**src/rtl/serial_word_adder_pkg.sv**
```systemverilog
// Shared types and sizing helpers for the serial word adder.
// Imported by serial_word_adder (optional subtract mode: SERIAL_WORD_ADDER_SUB_EN).
package serial_word_adder_pkg;

    typedef enum logic [1:0] {
        IDLE = 2'd0,
        RUN  = 2'd1,
        DONE = 2'd2
    } state_t;

    // Number of RUN cycles needed to consume a full word.
    function automatic int calc_n(input int width, input int digit);
        return width / digit;
    endfunction

    // Counter width; the +1 keeps a valid width when N == 1.
    function automatic int calc_cnt_w(input int n);
        return $clog2(n) + 1;
    endfunction

endpackage

```
**src/rtl/serial_digit_adder.sv**
```systemverilog
// Combinational DIGIT-bit ripple-carry slice used once per clock by the serial adder.
module serial_digit_adder #(
    parameter int DIGIT = 1
) (
    input  logic [DIGIT-1:0] a_d,
    input  logic [DIGIT-1:0] b_d,
    input  logic             c_in,
    output logic [DIGIT-1:0] s_d,
    output logic             c_out
);

    logic [DIGIT:0] carry;

    assign carry[0] = c_in;

    for (genvar gi = 0; gi < DIGIT; gi++) begin : g_bit
        assign s_d[gi]       = a_d[gi] ^ b_d[gi] ^ carry[gi];
        assign carry[gi + 1] = (a_d[gi] & b_d[gi]) | (carry[gi] & (a_d[gi] ^ b_d[gi]));
    end

    assign c_out = carry[DIGIT];

endmodule

```
**src/rtl/serial_word_adder.sv**
```systemverilog
// Handshaked word adder that adds DIGIT bits per clock through a single carry flop.
// Define SERIAL_WORD_ADDER_SUB_EN to add the 'sub' port (a - b - cin, cout reports borrow).
module serial_word_adder
    import serial_word_adder_pkg::*;
#(
    parameter int WIDTH = 8,
    parameter int DIGIT = 1
) (
    input  logic             clk,
    input  logic             reset,
    input  logic             in_valid,
    output logic             in_ready,
    input  logic [WIDTH-1:0] a,
    input  logic [WIDTH-1:0] b,
    input  logic             cin,
`ifdef SERIAL_WORD_ADDER_SUB_EN
    input  logic             sub,
`endif
    output logic             out_valid,
    input  logic             out_ready,
    output logic [WIDTH-1:0] sum,
    output logic             cout,
    output logic             busy
);

    localparam int N  = calc_n(WIDTH, DIGIT);
    localparam int CW = calc_cnt_w(N);

    if (WIDTH < 1 || DIGIT < 1 || (WIDTH % DIGIT) != 0) begin : g_param_check
        $fatal(1, "serial_word_adder: DIGIT must be >= 1 and divide WIDTH exactly");
    end

    state_t            state_q, state_d;
    logic [WIDTH-1:0]  a_q, a_d;
    logic [WIDTH-1:0]  b_q, b_d;
    logic [WIDTH-1:0]  sum_q, sum_d;
    logic              carry_q, carry_d;
    logic              cout_q, cout_d;
    logic [CW-1:0]     cnt_q, cnt_d;
    logic              sub_q, sub_d;
    logic              sub_in;

`ifdef SERIAL_WORD_ADDER_SUB_EN
    assign sub_in = sub;
`else
    assign sub_in = 1'b0;
`endif

    logic [DIGIT-1:0]  dig_s;
    logic              dig_c;

    serial_digit_adder #(
        .DIGIT (DIGIT)
    ) u_digit (
        .a_d   (a_q[DIGIT-1:0]),
        .b_d   (b_q[DIGIT-1:0]),
        .c_in  (carry_q),
        .s_d   (dig_s),
        .c_out (dig_c)
    );

    // Shifted views; with a single digit the whole word is consumed in one step.
    logic [WIDTH-1:0] a_shr, b_shr, sum_ins;

    if (N == 1) begin : g_single
        assign a_shr   = '0;
        assign b_shr   = '0;
        assign sum_ins = dig_s;
    end else begin : g_multi
        assign a_shr   = {{DIGIT{1'b0}}, a_q[WIDTH-1:DIGIT]};
        assign b_shr   = {{DIGIT{1'b0}}, b_q[WIDTH-1:DIGIT]};
        assign sum_ins = {dig_s, sum_q[WIDTH-1:DIGIT]};
    end

    always_ff @(posedge clk) begin
        if (reset) begin
            state_q <= IDLE;
            a_q     <= '0;
            b_q     <= '0;
            sum_q   <= '0;
            carry_q <= 1'b0;
            cout_q  <= 1'b0;
            cnt_q   <= '0;
            sub_q   <= 1'b0;
        end else begin
            state_q <= state_d;
            a_q     <= a_d;
            b_q     <= b_d;
            sum_q   <= sum_d;
            carry_q <= carry_d;
            cout_q  <= cout_d;
            cnt_q   <= cnt_d;
            sub_q   <= sub_d;
        end
    end

    always_comb begin
        state_d = state_q;
        a_d     = a_q;
        b_d     = b_q;
        sum_d   = sum_q;
        carry_d = carry_q;
        cout_d  = cout_q;
        cnt_d   = cnt_q;
        sub_d   = sub_q;
        case (state_q)
            IDLE: begin
                if (in_valid) begin
                    // Subtraction is a + ~b + ~cin; the final carry is inverted into a borrow.
                    a_d     = a;
                    b_d     = sub_in ? ~b : b;
                    carry_d = sub_in ? ~cin : cin;
                    sub_d   = sub_in;
                    cnt_d   = '0;
                    state_d = RUN;
                end
            end
            RUN: begin
                a_d     = a_shr;
                b_d     = b_shr;
                sum_d   = sum_ins;
                carry_d = dig_c;
                cnt_d   = cnt_q + CW'(1);
                if (cnt_q == CW'(N - 1)) begin
                    cout_d  = sub_q ? ~dig_c : dig_c;
                    state_d = DONE;
                end
            end
            DONE: begin
                if (out_ready) begin
                    state_d = IDLE;
                end
            end
            default: state_d = IDLE;
        endcase
    end

    assign in_ready  = (state_q == IDLE);
    assign busy      = (state_q == RUN);
    assign out_valid = (state_q == DONE);
    assign sum       = sum_q;
    assign cout      = cout_q;

endmodule

```
**config.mk**
```make
export PLATFORM = sky130hd
export DESIGN_NAME = serial_word_adder
export DESIGN_NICKNAME = d
export VERILOG_FILES = /design/src/rtl/serial_word_adder_pkg.sv /design/src/rtl/serial_digit_adder.sv /design/src/rtl/serial_word_adder.sv
export SDC_FILE = /design/constraint.sdc
export NUM_CORES = 1
export LEC_CHECK = 0
export ABC_CLOCK_PERIOD_IN_PS = 2100
export BUFFER_PORTS_ARGS = -buffer_cell sky130_fd_sc_hd__buf_2
export CAP_MARGIN = 30
export CORE_MARGIN = 2
export CORE_UTILIZATION = 30
export DETAILED_ROUTE_END_ITERATION = 16
export PLACE_DENSITY = 0.59
export SLEW_MARGIN = 10
export SYNTH_ARGS = -nofsm -noshare
export SYNTH_HDL_FRONTEND = slang
export SYNTH_HIERARCHICAL = 1
export SYNTH_SLANG_ARGS = --single-unit
```
**constraint.sdc**
```tcl
create_clock -name clk -period 2.1 [get_ports clk]
set_input_delay 0.42 -clock clk [delete_from_list [all_inputs] [get_ports clk]]
set_output_delay 0.42 -clock clk [all_outputs]
set_load 0.01 [all_outputs]
```
==> impl_metrics.prom <==
# TYPE chip_impl_metric gauge
chip_impl_info{name="status",value="completed"} 1
chip_impl_metric{name="dr.first_iter.drc_count",unit=""} 97
chip_impl_metric{name="synth_to_final_area_change",unit="%"} 19.0
chip_impl_metric{name="die_area",unit="sq um"} 5160
chip_impl_metric{name="cap_viol_max_count",unit=""} 0
chip_impl_metric{name="fillers",unit=""} 463
chip_impl_metric{name="synthCells",unit=""} 161
chip_impl_info{name="critPathLaunchType",value="flip-flop"} 1
chip_impl_metric{name="postSynthRegisterBits",unit=""} 32
chip_impl_metric{name="post-layout-total-power",unit="mW"} 1.30
chip_impl_metric{name="avgRoutedWirePerCell",unit="um"} 12.8
chip_impl_metric{name="clock_sink_count",unit=""} 32
chip_impl_metric{name="critical_path_peak_fanout",unit=""} 10
chip_impl_metric{name="clock_power_share",unit=""} 0.373
chip_impl_metric{name="via_count_of_the_first_global_routing_pass",unit=""} 1180
chip_impl_metric{name="reg2reg_slack",unit="ps"} 670
chip_impl_metric{name="route.detailed.vias_per_inst",unit=""} 5.04
chip_impl_metric{name="power_frac_seq",unit=""} 0.509
chip_impl_metric{name="global_route.usage.total",unit=""} 0.134
chip_impl_metric{name="net-switching-power",unit="mW"} 0.327
chip_impl_metric{name="worst_pin_slew",unit="ps"} 602
chip_impl_metric{name="syn_area_per_cell",unit="sq um"} 8.58
chip_impl_metric{name="postPlaceCellArea",unit="sq um"} 1550
chip_impl_metric{name="post_layout_nonfiller_instances",unit=""} 244
chip_impl_metric{name="die-width",unit="um"} 71.9
chip_impl_metric{name="cts-root-to-sink-buffers",unit=""} 2
chip_impl_metric{name="vias_after_detailed_routing",unit=""} 1229
chip_impl_metric{name="unique_cell_type_count_in_the_yosys_netlist",unit=""} 28
chip_impl_metric{name="die_h",unit="um"} 71.9
chip_impl_metric{name="pwr_density_cell",unit="nW/um^2"} 791
chip_impl_info{name="grt_setup_unrepaired",value="false"} 1
chip_impl_metric{name="synth_edf_count",unit=""} 0
chip_impl_info{name="timing.setup.critical_path_class",value="reg -> out"} 1
chip_impl_metric{name="ioPinCount",unit=""} 33
chip_impl_metric{name="slew_viol_final",unit=""} 0
chip_impl_metric{name="drt-total-wl",unit="mm"} 3.13
chip_impl_info{name="timing.critical_path.to_type",value="primary output"} 1
chip_impl_metric{name="period_needed",unit="ps"} 1740
chip_impl_metric{name="design.core.area",unit="sq um"} 4380
chip_impl_metric{name="footprint_of_the_multi_input_gates",unit="sq um"} 651
chip_impl_info{name="cts-root-buf",value="sky130_fd_sc_hd__clkbuf_8"} 1
chip_impl_metric{name="clock_insertion_delay_worst_skew",unit="ps"} 280
chip_impl_metric{name="grt_pass1_wl",unit="mm"} 5.42
chip_impl_metric{name="share_of_synthesized_area_occupied_by_flip_flops_and_latches",unit=""} 0.464
chip_impl_info{name="highest_layer",value="met4"} 1
chip_impl_metric{name="layout.area.seq",unit="sq um"} 641
chip_impl_metric{name="grt_max_degree",unit=""} 33
chip_impl_metric{name="route.met3.wl",unit="um"} 164
chip_impl_metric{name="required_arrival_time_at_the_worst_endpoint",unit="ps"} 1680
chip_impl_metric{name="antenna_cells_inserted",unit=""} 0
chip_impl_metric{name="cts_max_level",unit=""} 2
chip_impl_metric{name="remaining_drc_errors",unit=""} 0
chip_impl_metric{name="worst_r2r_path_depth",unit=""} 5
chip_impl_metric{name="global_route.overflow_total",unit=""} 0
chip_impl_metric{name="ant_nets",unit=""} 0
chip_impl_metric{name="numPlacedInstances",unit=""} 236
chip_impl_metric{name="worstPathArrival",unit="ps"} 1320
chip_impl_metric{name="share_comb_of_total_power",unit=""} 0.118
chip_impl_metric{name="routed-wl-met2",unit="mm"} 1.35
chip_impl_metric{name="syn-cell-area",unit="sq um"} 1380
chip_impl_metric{name="final_weighted_congestion_in_routability_driven_placement",unit=""} 0.692
chip_impl_metric{name="hold_path_depth",unit=""} 3
chip_impl_info{name="tritoncts",value="built"} 1
chip_impl_metric{name="layout.cell_area.non_filler",unit="sq um"} 1640
chip_impl_metric{name="power.static_leakage",unit="nW"} 0.670
chip_impl_metric{name="whs",unit="ps"} 417
chip_impl_metric{name="hold_buffers",unit=""} 0
chip_impl_metric{name="layout.nets",unit=""} 214
chip_impl_metric{name="half_perimeter_wire_length_of_the_detailed_placement_result",unit="mm"} 2.06
chip_impl_metric{name="largest_voltage_drop_on_the_vdd_net",unit="mV"} 0.268
chip_impl_metric{name="cts_post_setup_buffers_inserted",unit=""} 0
chip_impl_metric{name="worst_clock_skew",unit="ps"} 4.20
chip_impl_metric{name="floorplan.initialDensity",unit=""} 0.315
chip_impl_metric{name="ys_async_sr_fraction",unit=""} 0
chip_impl_info{name="ys_dominant_reg_cell",value="sky130_fd_sc_hd__dfxtp_1"} 1
chip_impl_metric{name="yosys_warnings",unit=""} 6
chip_impl_metric{name="met1_length",unit="mm"} 1.56
chip_impl_metric{name="io_buffers",unit=""} 32
chip_impl_metric{name="cts-resized-gates",unit=""} 0
chip_impl_metric{name="std_cell_rows",unit=""} 24
chip_impl_metric{name="power_switching_share",unit=""} 0.252
chip_impl_metric{name="timing.final.setup_violations",unit=""} 0
chip_impl_metric{name="internal_power",unit="mW"} 0.974
chip_impl_metric{name="syn_nets",unit=""} 184
chip_impl_metric{name="number_of_antenna_violations_at_the_first_check_in_global_routing",unit=""} 0
chip_impl_metric{name="cts-buffers-inserted",unit=""} 5
chip_impl_metric{name="hold_violations",unit=""} 0
chip_impl_metric{name="drt_first_pass_iters",unit=""} 4
chip_impl_metric{name="portion_of_the_clock_cycle_consumed_by_the_worst_path_in_the_final_layout",unit=""} 0.829
chip_impl_metric{name="timing.max_slew.rel_slack",unit=""} 0.598
chip_impl_info{name="hp-class",value="in -> reg"} 1
chip_impl_metric{name="final_layout_size_suffix_gt1_frac",unit=""} 0.224
chip_impl_metric{name="max_freq",unit="GHz"} 0.574
chip_impl_metric{name="cts.clk_slew.worst_paths",unit="ps"} 60
chip_impl_metric{name="fin_tns_setup",unit="ps"} 0
-- Yosys cell counts, types with 2 or more instances --
cell | n | area share
sky130_fd_sc_hd__o2bb2ai_1 | 11 | 0.070
sky130_fd_sc_hd__dfxtp_1 | 32 | 0.46
sky130_fd_sc_hd__a21oi_1 | 10 | 0.036
sky130_fd_sc_hd__nand2b_1 | 2 | 0.0091
sky130_fd_sc_hd__o22ai_1 | 4 | 0.018
sky130_fd_sc_hd__a211oi_1 | 16 | 0.087
sky130_fd_sc_hd__clkbuf_1 | 4 | 0.011
sky130_fd_sc_hd__nand3_1 | 3 | 0.011
sky130_fd_sc_hd__nor2_1 | 32 | 0.087
sky130_fd_sc_hd__a32oi_1 | 2 | 0.013
sky130_fd_sc_hd__inv_1 | 3 | 0.0082
sky130_fd_sc_hd__nand2_1 | 20 | 0.054
sky130_fd_sc_hd__buf_4 | 3 | 0.016
sky130_fd_sc_hd__buf_6 | 2 | 0.016
sky130_fd_sc_hd__a22oi_1 | 2 | 0.011
sky130_fd_sc_hd__buf_2 | 3 | 0.011
-- registers in the layout, indices dropped and copies added, names as in the netlist --
| name | cells |
|---|---|
| carry_q | 1 |
| sum | 8 |
| cnt_q | 4 |
| state_q | 2 |
| a_q | 8 |
| cout | 1 |
| b_q | 8 |
-- cells in the final DEF, fill, tap and decap left out, types with 4 or more instances in the layout --
cell / synthesis / layout
sky130_fd_sc_hd__a21oi_1: 10 / 10
sky130_fd_sc_hd__nand2_1: 20 / 20
sky130_fd_sc_hd__a211oi_1: 16 / 16
sky130_fd_sc_hd__clkbuf_8: 0 / 6
sky130_fd_sc_hd__nor2_1: 32 / 32
sky130_fd_sc_hd__o22ai_1: 4 / 4
sky130_fd_sc_hd__o2bb2ai_1: 11 / 11
sky130_fd_sc_hd__dfxtp_1: 32 / 32
sky130_fd_sc_hd__buf_2: 3 / 32
-- routing by layer --
layer  global-route usage  vias up
met4               0.0692        0
met2                0.190       33
met1                0.189      563
met3               0.0323        5
met5                    0        -
li1                     -      628
-- kinds of logic (layout without fill, tap and decap cells) --
kind of cell             after synthesis  after routing  synth area share
flip-flops                            32             32             0.464
buffers and inverters                 16             47            0.0652
adder cells (fa/ha/maj)                2              2            0.0235
AO/OA/AOI/OAI                         50             50             0.266
AND/OR/NAND/NOR                       61             61             0.181
-- area by class of cell --
cell class | instances | share of cell area
Timing Repair Buffer | 35 | 0.111
Clock buffer | 8 | 0.0548
Inverter | 4 | 0.00913
Multi-Input combinational cell | 113 | 0.396
Sequential cell | 32 | 0.390
Tap cell | 52 | 0.0396
-- critical path, stage by stage, from the launching register on --
cell                       delay (ps)
sky130_fd_sc_hd__dfxtp_1          430
sky130_fd_sc_hd__nand2b_1         360
sky130_fd_sc_hd__inv_1            100
sky130_fd_sc_hd__buf_2            150
-- worst paths after layout --
check | startpoint | end
max reg2reg | state_q[1] | cnt_q[1]
min | a[7] | a_q[7]
max | state_q[1] | busy
min reg2reg | sum[0] | sum[0]
-- metrics by stage --
step            util  worst slack, ps
6_report       0.375              359
2_1_floorplan      -              833
5_1_grt        0.375              272
4_1_cts        0.375              357
3_5_place_dp   0.354              597
3_3_place_gp   0.354              622
-- power groups by stage --
stage                     clock network (mW)  registers, mW  logic, mW
after floorplan                            0          0.673      0.112
after global placement                     0          0.676      0.154
after detailed placement                   0          0.677      0.154
after CTS                              0.494          0.663      0.155
after global routing                   0.524          0.666      0.175
final                                  0.485          0.663      0.153
Power figures use the tool's default switching activity.
